===== src/rtl/dragon_segment_queue.sv =====
// dragon_segment_queue: shift-register "dragon" body with grow/shrink and self-collision detection.
// Latency: every accepted command (and revive/reset) updates all registered outputs one clock later.
// Backpressure: cmd_ready is low only in DEAD; unaccepted cycles leave all state untouched.
//
// Ports:
//   clk, reset      rising-edge clock, synchronous active-low reset
//   cmd_valid/ready command handshake; cmd = 00 MOVE, 01 GROW, 10 SHRINK, 11 NOP
//   head_in         new head {orientation, position}
//   revive          pulse: return to EMPTY from any state (beats a same-cycle command)
//   body            packed slots, slot 0 (head) in the low SEG_W bits
//   length          live segment count
//   tail_seg        copy of slot length-1 (0 when empty)
//   collide         one-cycle pulse, head landed on a body segment
//   overflow        one-cycle pulse, GROW attempted at MAX_SEG
//   dead            high from death until revive or reset
module dragon_segment_queue #(
  parameter  int ORIEN_W         = 2,
  parameter  int POS_W           = 8,
  parameter  int MAX_SEG         = 8,
  parameter  bit KILL_ON_COLLIDE = 1'b1,
  localparam int SEG_W           = ORIEN_W + POS_W,
  localparam int LEN_W           = $clog2(MAX_SEG + 1)
) (
  input  logic                     clk,
  input  logic                     reset,
  input  logic                     cmd_valid,
  output logic                     cmd_ready,
  input  logic [1:0]               cmd,
  input  logic [SEG_W-1:0]         head_in,
  input  logic                     revive,
  output logic [SEG_W*MAX_SEG-1:0] body,
  output logic [LEN_W-1:0]         length,
  output logic [SEG_W-1:0]         tail_seg,
  output logic                     collide,
  output logic                     overflow,
  output logic                     dead
);

  typedef enum logic [1:0] {
    S_EMPTY = 2'd0,
    S_ALIVE = 2'd1,
    S_DEAD  = 2'd2
  } state_t;

  localparam logic [1:0] CMD_MOVE   = 2'b00;
  localparam logic [1:0] CMD_GROW   = 2'b01;
  localparam logic [1:0] CMD_SHRINK = 2'b10;

  localparam logic [LEN_W-1:0] LEN_MAX = LEN_W'(MAX_SEG);

  state_t                          r_state;
  logic [MAX_SEG-1:0][SEG_W-1:0]   r_body;
  logic [LEN_W-1:0]                r_len;
  logic [SEG_W-1:0]                r_tail;
  logic                            r_collide;
  logic                            r_overflow;
  logic                            r_dead;

  state_t                          w_nxt_state;
  logic [MAX_SEG-1:0][SEG_W-1:0]   w_nxt_body;
  logic [LEN_W-1:0]                w_nxt_len;
  logic [SEG_W-1:0]                w_nxt_tail;
  logic                            w_nxt_collide;
  logic                            w_nxt_overflow;
  logic                            w_nxt_dead;

  logic                            w_accept;
  logic [MAX_SEG-1:0][SEG_W-1:0]   w_shift;
  logic [MAX_SEG-1:0][SEG_W-1:0]   w_masked;
  logic [LEN_W-1:0]                w_newlen;
  logic [SEG_W-1:0]                w_newtail;
  logic                            w_hit;

  assign cmd_ready = (r_state != S_DEAD);
  assign w_accept  = cmd_valid & cmd_ready;

  // ALIVE datapath, computed every cycle and only committed when a command is taken.
  always_comb begin
    w_shift   = '0;
    w_masked  = '0;
    w_newlen  = r_len;
    w_newtail = '0;
    w_hit     = 1'b0;

    w_shift[0] = head_in;
    for (int i = 1; i < MAX_SEG; i++) begin
      w_shift[i] = r_body[i-1];
    end

    case (cmd)
      CMD_GROW:   w_newlen = (r_len == LEN_MAX) ? r_len : r_len + 1'b1;
      CMD_SHRINK: w_newlen = (r_len == '0) ? r_len : r_len - 1'b1;
      default:    w_newlen = r_len;
    endcase

    // Slots at or beyond the new length are cleared so the register never holds stale segments.
    for (int i = 0; i < MAX_SEG; i++) begin
      if (LEN_W'(i) < w_newlen) begin
        w_masked[i] = w_shift[i];
      end
      if (LEN_W'(i + 1) == w_newlen) begin
        w_newtail = w_shift[i];
      end
    end

    // Pre-update slot i ends up at index i+1; it only counts if it survives the mask.
    // That excludes the segment vacating the tail on a MOVE. Orientation is ignored.
    for (int i = 0; i < MAX_SEG - 1; i++) begin
      if ((LEN_W'(i + 1) < w_newlen) && (r_body[i][POS_W-1:0] == head_in[POS_W-1:0])) begin
        w_hit = 1'b1;
      end
    end
  end

  // Next-state / next-output process.
  always_comb begin
    w_nxt_state    = r_state;
    w_nxt_body     = r_body;
    w_nxt_len      = r_len;
    w_nxt_tail     = r_tail;
    w_nxt_collide  = 1'b0;
    w_nxt_overflow = 1'b0;
    w_nxt_dead     = r_dead;

    if (revive) begin
      w_nxt_state = S_EMPTY;
      w_nxt_body  = '0;
      w_nxt_len   = '0;
      w_nxt_tail  = '0;
      w_nxt_dead  = 1'b0;
    end else if (w_accept) begin
      case (r_state)
        S_EMPTY: begin
          if ((cmd == CMD_MOVE) || (cmd == CMD_GROW)) begin
            w_nxt_state   = S_ALIVE;
            w_nxt_body    = '0;
            w_nxt_body[0] = head_in;
            w_nxt_len     = LEN_W'(1);
            w_nxt_tail    = head_in;
          end
        end
        S_ALIVE: begin
          if ((cmd == CMD_MOVE) || (cmd == CMD_GROW) || (cmd == CMD_SHRINK)) begin
            w_nxt_body     = w_masked;
            w_nxt_len      = w_newlen;
            w_nxt_tail     = w_newtail;
            w_nxt_collide  = w_hit;
            w_nxt_overflow = (cmd == CMD_GROW) && (r_len == LEN_MAX);
            if (w_newlen == '0) begin
              w_nxt_state = S_DEAD;
              w_nxt_dead  = 1'b1;
            end else if (w_hit && KILL_ON_COLLIDE) begin
              w_nxt_state = S_DEAD;
              w_nxt_dead  = 1'b1;
            end
          end
        end
        default: begin
        end
      endcase
    end
  end

  always_ff @(posedge clk) begin
    if (!reset) begin
      r_state    <= S_EMPTY;
      r_body     <= '0;
      r_len      <= '0;
      r_tail     <= '0;
      r_collide  <= 1'b0;
      r_overflow <= 1'b0;
      r_dead     <= 1'b0;
    end else begin
      r_state    <= w_nxt_state;
      r_body     <= w_nxt_body;
      r_len      <= w_nxt_len;
      r_tail     <= w_nxt_tail;
      r_collide  <= w_nxt_collide;
      r_overflow <= w_nxt_overflow;
      r_dead     <= w_nxt_dead;
    end
  end

  assign body     = r_body;
  assign length   = r_len;
  assign tail_seg = r_tail;
  assign collide  = r_collide;
  assign overflow = r_overflow;
  assign dead     = r_dead;

endmodule


===== config.mk =====
export PLATFORM = sky130hd
export DESIGN_NAME = dragon_segment_queue
export DESIGN_NICKNAME = d
export VERILOG_FILES = /design/src/rtl/dragon_segment_queue.sv
export SDC_FILE = /design/constraint.sdc
export NUM_CORES = 1
export LEC_CHECK = 0
export ABC_AREA = 1
export ABC_CLOCK_PERIOD_IN_PS = 2100
export BUFFER_PORTS_ARGS = -buffer_cell sky130_fd_sc_hd__buf_2
export CORE_UTILIZATION = 30
export DETAILED_ROUTE_END_ITERATION = 16
export PLACE_DENSITY_LB_ADDON = 0.08
export SETUP_SLACK_MARGIN = 0.05
export SYNTH_ARGS = -nofsm -noshare
export SYNTH_HDL_FRONTEND = slang
export SYNTH_SLANG_ARGS = --single-unit

===== constraint.sdc =====
create_clock -name clk -period 2.1 [get_ports clk]
set_input_delay 0.42 -clock clk [delete_from_list [all_inputs] [get_ports clk]]
set_output_delay 0.42 -clock clk [all_outputs]
set_load 0.01 [all_outputs]

Word level (Yosys, flattened, before mapping):

Cells that the tools add are included.

* bits in registers: 99
* bits of input ports: 16
* output and inout port bits: 98
* logic and storage cells: 115

* $add $sub $neg: 2
* magnitude comparators: 8
* equality and inequality tests: 23
* mux-type cells: 42
* bitwise logic cells: 5
* reductions and logical operators: 21

Operator list (count)
* $mux W10: 18
* $mux W80: 2
* $pmux W80 S2: 1
* $eq A8 B8 Y1: 7
* $pmux W10 S2: 1
* $eq A3 B4 Y1 const A: 4
* $lt A3 B4 Y1 const A: 4
* $mux W4: 4
* $pmux W4 S2: 2
* $mux W1: 9
* $eq A2 B4 Y1 const A: 2
* $logic_and A1 B1 Y1: 8
* $logic_not A4 Y1: 2
* $lt A1 B4 Y1 const A: 2
* $lt A2 B4 Y1 const A: 2
* $mux W2: 4
* $reduce_and A4 Y1: 2
* $ne A2 B2 Y1 const B: 3
* $reduce_and A5 Y1: 1
* $reduce_or A5 Y1: 1
* $add A4 B1 Y4 const B: 1
* $eq A1 B4 Y1 const A: 1
* $eq A2 B1 Y1 const B: 2
* $eq A4 B4 Y1 const A: 1
* other kinds (11): 17

Depth between registers and ports, before layout:

Gate-level depths: netlist (run 1).

* word-level depth: 16
* depth in mapped cells: 19
* gate-level depth less buffers: 18

Worst setup path after synthesis (run 1):

OpenSTA, ideal clock, no wires.

* kind: reg-to-reg
* start: register r_len[0], in the netlist length[0]
* end: register r_tail[8], in the netlist tail_seg[8]
* library setup time: 0.138 ns
* data arrival time: 2.020 ns
* required time: 1.962 ns
* setup slack: -0.058 ns
* cell stages (with the launch flop): 17
* cell sequence: dfxtp_1 inv_1 ha_1 inv_1 nor2_1 nor2_1 nand2_2 nand2_4 inv_4 nor2_4 nand2_4 buf_6 or2_0 nand2_1 nand3_1 nand2_1 a21oi_2

* cells in the longest elaborated chain, start to end: 14
* elaborated cells on any way between the ends: 25

Ends and longest elaborated chain
* from (decl): RTL line 53 `logic [LEN_W-1:0] r_len;`
* from (signal assigned): RTL line 176 `r_len <= w_nxt_len;`
* $sub A4 B1 Y4, or another cell as far along: RTL line 92 `CMD_SHRINK: w_newlen = (r_len == '0) ? r_len : r_len - 1'b1;`
* $mux W4 (on tied branches): RTL line 92, 91
* $pmux W4 S2 (*): RTL line 90 `case (cmd)`
* $eq A1 B4 Y1: RTL line 101 `if (LEN_W'(i + 1) == w_newlen) begin`
* $mux W10 (7 in series): RTL line 101
* $mux W10 (*): RTL line 101
* $mux W10 (*): RTL line 143 `if ((cmd == CMD_MOVE) || (cmd == CMD_GROW) || (cmd == CMD_SHRINK)) begin`
* $pmux W10 S2 (*): RTL line 132 `case (r_state)`
* to (signal assigned): RTL line 177 `r_tail <= w_nxt_tail;`
* to (decl): RTL line 54 `logic [SEG_W-1:0] r_tail;`

Mark *: on every way between the ends. The rest lies on a longest branch, timed or not. The select of a mux whose other input is x is not followed.
A chain may end at the register's enable or synchronous reset.

Final worst setup path (run 1):

* start: register r_len[1], in the netlist length[1]
* end: register r_state[1]

* cells in the longest elaborated chain, start to end: 14
* elaborated cells on any way between the ends: 34

Ends and longest elaborated chain
* $sub A4 B1 Y4, or another cell as far along: RTL line 92
* $mux W4 (on tied branches): RTL line 92, 91
* $pmux W4 S2 (*): RTL line 90
* $lt A1 B4 Y1: RTL line 109 `if ((LEN_W'(i + 1) < w_newlen) && (r_body[i][POS_W-1:0] == head_in[POS_W-1:0])) begin`
* $logic_and A1 B1 Y1: RTL line 109
* $mux W1 (7 in series): RTL line 109
* $ne A3 B3 Y1 (no line)
* $reduce_and A5 Y1 (no line)
* to (signal assigned): RTL line 174 `r_state <= w_nxt_state;`
* to (decl): RTL line 51 `state_t r_state;`

Marked as above.

==> results.cfg, run 1 <==
[run_status]
run_status = complete, but fails checks
violations = DRC, setup timing

[final_layout]
antenna-diode-count = 0
seq_area_um2 = 1990
multi_input_area_um2 = 3800
drive_gt1_share_pct = 43.8
nets = 1050
fillers = 1841
area_growth_syn_to_layout_pct = 52.2
design_area_um2 = 8600

[pwr]
power.switching_mw = 1.31
power_density_nw_per_um2 = 526
comb_power_share_pct = 18.2
p_sw_share_pct = 28.9
p_int_mw = 3.22
seq_power_share_pct = 42.0
p_clk_share_pct = 39.7
power.leakage_nw = 3.85
vdd_drop_max_mv = 0.369
total_power_mw = 4.53

[synthesis]
synth_top_area_cell = dfxtp_1
synthFlopType = dfxtp_1
syn_area_um2 = 5650
synth_top_area_share_pct = 35.1
synth-seq-area-share_pct = 35.1
syn_nets = 835
synth-async-reset-ratio_pct = 0
synth.area.top_cells = dfxtp_1 35%, nand2_1 14%, a21oi_1 8.5%
synth-seq-cells = 99
yosysWarnings = 0
netlist_instances = 813
postSynthAreaPerCell_um2 = 6.95
synthDistinctLibCells = 33
yosysMostFrequentCell = nand2_1
synth-edff-count = 0
synth_common_cells = 218 x nand2_1, 99 x dfxtp_1, 96 x a21oi_1

[floorplanning]
die_w_um = 139
start_util_pct = 31.0
fp.coreArea_um2 = 18200
die-area_um2 = 19400
ios = 114
die_h_um = 139
rows = 49

[detailed_routing]
ant_nets = 0
drc = 6
via_per_inst = 5.02
vias = 6334
wl_mm = 24.2
wl_per_cell_um = 19.2
drt-initial-drc-count = 461
dr.pass1.iters = 10

[clock_tree]
clock-sinks = 99
h-tree-depth = 3
clkSlewWorstSetupHoldPaths_ns = 0.07
clk_latency_ns = 0.36
cts_max_path_buffers = 2
cts_tree = done
root_buffer = clkbuf_16
hold_buffers = 0
numCtsBuffers = 9

[placement]
pre_cts_slack_ns = -0.423
place_congestion = 0.879
numPortBuffers = 113
placed_area_um2 = 7300
post-dp-hpwl_mm = 16.7

[worst_setup_path]
arrival_ns = 2.41
cp_cell_sequence = buf_6, buf_4, nand3_1, nand2_1, nand3_1, nand3_2, nand2_4, buf_6, nand2_4, nand4_1, nand3_2, nor2_4, nand4_1, nand2_2, a21oi_2
crit_fanout = 5
crit_slowest_cell = dfxtp_2
criticalPathCategory = reg -> reg
worstSetupStartpointType = flip-flop
critPathRequiredTime_ns = 2.34
cpPeakStageDelay_ns = 0.33
crit_path_end_kind = flip-flop

[hold_path]
hp-class = in -> reg

[global_route]
grt_pass1_vias = 5874
grt_max_degree = 50
grt_use_total_pct = 24.5
antenna_found_initial = 0
grt_pass1_wl_mm = 35.9
grt_overflow = 0

[timing]
finalHoldViolCount = 0
slew_headroom_pct = 59.3
tightest_slew_ns = 0.605
setup_viol = 8
fin_ws_ns = -0.0683
rsz0062_at_grt = true
clock.fmax_ghz = 0.461
clock_skew_ns = 0.0128
setup_tns_ns = -0.329
slew_viol_final = 0
fin_crit_ns = 2.17
fin_crit_sh_pct = 103

[job]
max_cap_viol_count = 0
==> cell usage in the layout, fill, tap and decap left out, types with 15 or more instances in the layout <==
master	n
buf_6	20
nand2_1	171
nand2_2	44
a21oi_1	83
nand3_1	59
nor2_1	18
buf_12	18
xnor2_1	28
nand3_2	26
xor2_1	28
nor2_2	16
a21oi_2	24
inv_1	42
buf_4	96
buf_2	113
nand2_4	15
nand4_1	29
dfxtp_1	96
==> worst max-delay path: cells and delay by family, from the launching register on <==
family	cells	cell delay (ns)
AOI/OAI and AO/OA	1	0.05
buffers and inverters	3	0.39
DFF	1	0.33
and+or+nand+nor	11	1.28
==> per-stage QoR <==
stage                     instances  hold slack [ns]  utilization (%)
after floorplan                 813            0.478                -
after global placement         1217            0.454             40.1
after detailed placement       1217            0.456             40.1
after CTS                      1250            0.386             44.4
after global routing           1262            0.406             47.2
final                          1262            0.395             47.2
==> flip-flops by register name, summed over array words and instances (netlist names) <==
register  count
tail_seg     10
length        4
r_state       2
collide       1
body         80
overflow      1
dead          1
==> routing by layer <==
layer / track usage, % / vias up / share of wire [%]
met5: 0 / - / 0
met4: 8.60 / 0 / 2.2
met3: 3.23 / 31 / 4.6
met2: 37.3 / 192 / 45
met1: 35.3 / 3011 / 48
li1: - / 3100 / -
==> what timing repair did <==
item                       CTS  global route
resized for setup           77           107
gates cloned                 4             4
buffers inserted            13             9
pin swaps                   46            54
setup endpoints to repair   44            63
hold endpoints to repair     0             0
==> kinds of logic after synthesis <==
| kind of cell | Yosys count | share of synthesized area (%) |
|---|---|---|
| DFF | 99 | 35.1 |
| AOI/OAI and AO/OA | 123 | 12.0 |
| and+or+nand+nor | 419 | 34.1 |
| xor gates and xnor gates | 56 | 8.68 |
| adders and majority gates | 6 | 1.33 |
| buffers and inverters | 110 | 8.72 |
==> worst paths after layout <==
path | slack (ns) | start | end | cells past startpoint
setup / recovery | -0.07 | length[1] | r_state[1] | 15
hold / removal | 0.39 | revive | length[0] | 4
setup reg to reg | -0.07 | length[1] | r_state[1] | 15
hold reg to reg | 0.47 | body[78] | body[78] | 2
==> power groups by stage <==
stage,registers [mW],logic [mW],clock network [mW]
6_report,1.90,0.825,1.80
5_1_grt,1.90,0.881,1.89
4_1_cts,1.90,0.770,1.82
3_5_place_dp,1.95,0.684,0
3_3_place_gp,1.95,0.684,0
2_1_floorplan,1.95,0.383,0
==> layout make-up <==
cell class	instances	share of cell area, %
multi-input cells	607	44.2
flip-flops and latches	99	23.1
repair buffers	251	22.8
well taps	229	3.33
clock buffers	11	2.95
inverters	60	2.85
clock inverters	5	0.669
Note: power is estimated with default switching activity, not from simulation.
==> run 2: changes to the inputs <==
--- a/config.mk
+++ b/config.mk
@@ -10,6 +10,8 @@
 export BUFFER_PORTS_ARGS = -buffer_cell sky130_fd_sc_hd__buf_2
 export CORE_UTILIZATION = 30
 export DETAILED_ROUTE_END_ITERATION = 16
+export GPL_TIMING_DRIVEN = 0
+export MAX_ROUTING_LAYER = met4
 export PLACE_DENSITY_LB_ADDON = 0.08
 export SETUP_SLACK_MARGIN = 0.05
 export SYNTH_ARGS = -nofsm -noshare
==> results.cfg, run 2 (synthesis results as in run 1) <==
[worst_setup_path]
path_buf_inv = 4
critPathRequiredTime_ns = 2.33
crit_family = simple AND/OR/NAND/NOR gates
crit_path_frequent_cell = nand2_2
cp_cell_sequence = inv_4, ha_4, inv_2, nor2_1, nor2_1, nand2_2, nand2_8, inv_6, nor2_4, nand2_4, buf_6, or2_0, nand2_2, nand3_2, nand2_2, a21oi_2
worstSetupStartpointType = flip-flop
criticalPathCategory = reg -> reg
crit_slowest_cell = dfxtp_4
cpPeakStageDelay_ns = 0.40
arrival_ns = 2.46
crit_fanout = 9
crit_path_end_kind = flip-flop

[placement]
post-dp-hpwl_mm = 16.4
place_congestion = 0.849
numPortBuffers = 105
placed_area_um2 = 6500

[detailed_routing]
vias = 6015
drt-initial-drc-count = 419
dr.pass1.iters = 11
ant_nets = 0
via_per_inst = 5.05
wl_per_cell_um = 19.6
wl_mm = 23.4
drc = 6

[clock_tree]
root_buffer = clkbuf_16
h-tree-depth = 3
numCtsBuffers = 9
cts_tree = done
cts_max_path_buffers = 2
clkSlewWorstSetupHoldPaths_ns = 0.08
clk_latency_ns = 0.37
clock-sinks = 99

[timing]
finalHoldViolCount = 0
hold_slack_ns = 0.360
slew_headroom_pct = 47.9
tightest_slew_ns = 0.782
fin_crit_sh_pct = 106
clock.fmax_ghz = 0.450
fin_crit_ns = 2.22
fin_ws_ns = -0.124
clock_skew_ns = 0.0100
slew_viol_final = 0
rsz0062_at_grt = true
setup_viol = 13

[global_route]
grt_pass1_vias = 5668
grt_pass1_wl_mm = 35.3
grt_overflow = 0
antenna_found_initial = 0
grt_use_total_pct = 24.9
grt_max_degree = 18

[hold_path]
hp-class = in -> reg

[pwr]
power.leakage_nw = 3.26
vdd_drop_max_mv = 0.385
power_density_nw_per_um2 = 569

[final_layout]
final_common_cell = nand2_1
design_area_um2 = 7580
largest_reg_flops = 80
layout_common_cells = 187 x nand2_1, 115 x buf_2, 95 x dfxtp_1
finish.utilization_pct = 41.6
area_growth_syn_to_layout_pct = 34.2
drive_gt1_share_pct = 34.5
antenna-diode-count = 0
nets = 979
fillers = 1971

[run_status]
violations = DRC, setup timing
run_status = complete, but fails checks

[floorplanning]
die-area_um2 = 19400
fp.coreArea_um2 = 18200
start_util_pct = 31.0
die_w_um = 139
die_h_um = 139
ios = 114
rows = 49

[job]
max_cap_viol_count = 0
==> run 2: cell types whose count changed in the layout (fill, tap and decap cells not counted), moves of 12 or more <==
| cell | previous run | this run |
|---|---|---|
| buf_12 | 18 | 2 |
| nand2_2 | 44 | 29 |
| clkbuf_1 | 1 | 14 |
| nand2_1 | 171 | 187 |
| buf_4 | 96 | 15 |
| clkbuf_2 | 0 | 12 |
==> run 2: routing by layer <==
metal | GRT usage (%) | vias to the layer above | routed length, µm
met3 | 3.58 | 46 | 899
met5 | - | - | 0
met2 | 38.2 | 165 | 10500
li1 | - | 2961 | -
met1 | 34.1 | 2843 | 11400
met4 | 6.43 | 0 | 621
==> run 2: report_power, final <==
| group | internal (mW) | switching [mW] |
|---|---|---|
| Clock | 0.819 | 0.842 |
| Combinational | 0.258 | 0.490 |
| Sequential | 1.89 | 0.0161 |
==> run 2: worst paths after layout <==
check                                start           to  slack [ns]  cells past startpoint
worst max-delay path             length[1]  tail_seg[8]       -0.12                     16
worst min-delay path            head_in[9]      body[9]        0.36                      3
worst max register to register   length[1]  tail_seg[8]       -0.12                     16
worst min register to register    body[76]     body[76]        0.47                      2
==> run 2: timing repair <==
action,4_1_cts,5_1_grt
resized for setup,54,128
setup endpoints to repair,97,98
pin swaps,28,33
buffers inserted,17,4
gates cloned,4,3
hold buffers,0,0
==> run 2: per-stage QoR <==
step           total power [mW]  setup WS (ns)  TNS [ns]  cells
3_5_place_dp               2.52         -0.508    -26.54   1147
5_1_grt                    4.46         -0.237     -3.13   1191
2_1_floorplan              2.33         0.0516         0    813
4_1_cts                    4.23         -0.129    -0.992   1184
6_report                   4.31         -0.124     -1.12   1191
3_3_place_gp               2.52         -0.522    -28.21   1147
==> run 2: worst register-to-register path, delay by kind of cell, from the launching register on <==
| family | cells | cell delay (ns) |
|---|---|---|
| compound gates | 1 | 0.06 |
| buf+inv | 4 | 0.30 |
| flops | 1 | 0.40 |
| simple gates | 10 | 1.11 |
| fa+ha+maj | 1 | 0.23 |
==> run 2: area by class of cell <==
type	instances	area (µm²)	share of cell area (%)
Buffer	50	339	4.47
Clock buffer	10	229	3.02
Clock inverter	6	50.0	0.660
Inverter	60	250	3.30
Multi-Input combinational cell	607	3640	48.0
Sequential cell	99	1990	26.3
Tap cell	229	287	3.78
Timing Repair Buffer	130	796	10.5
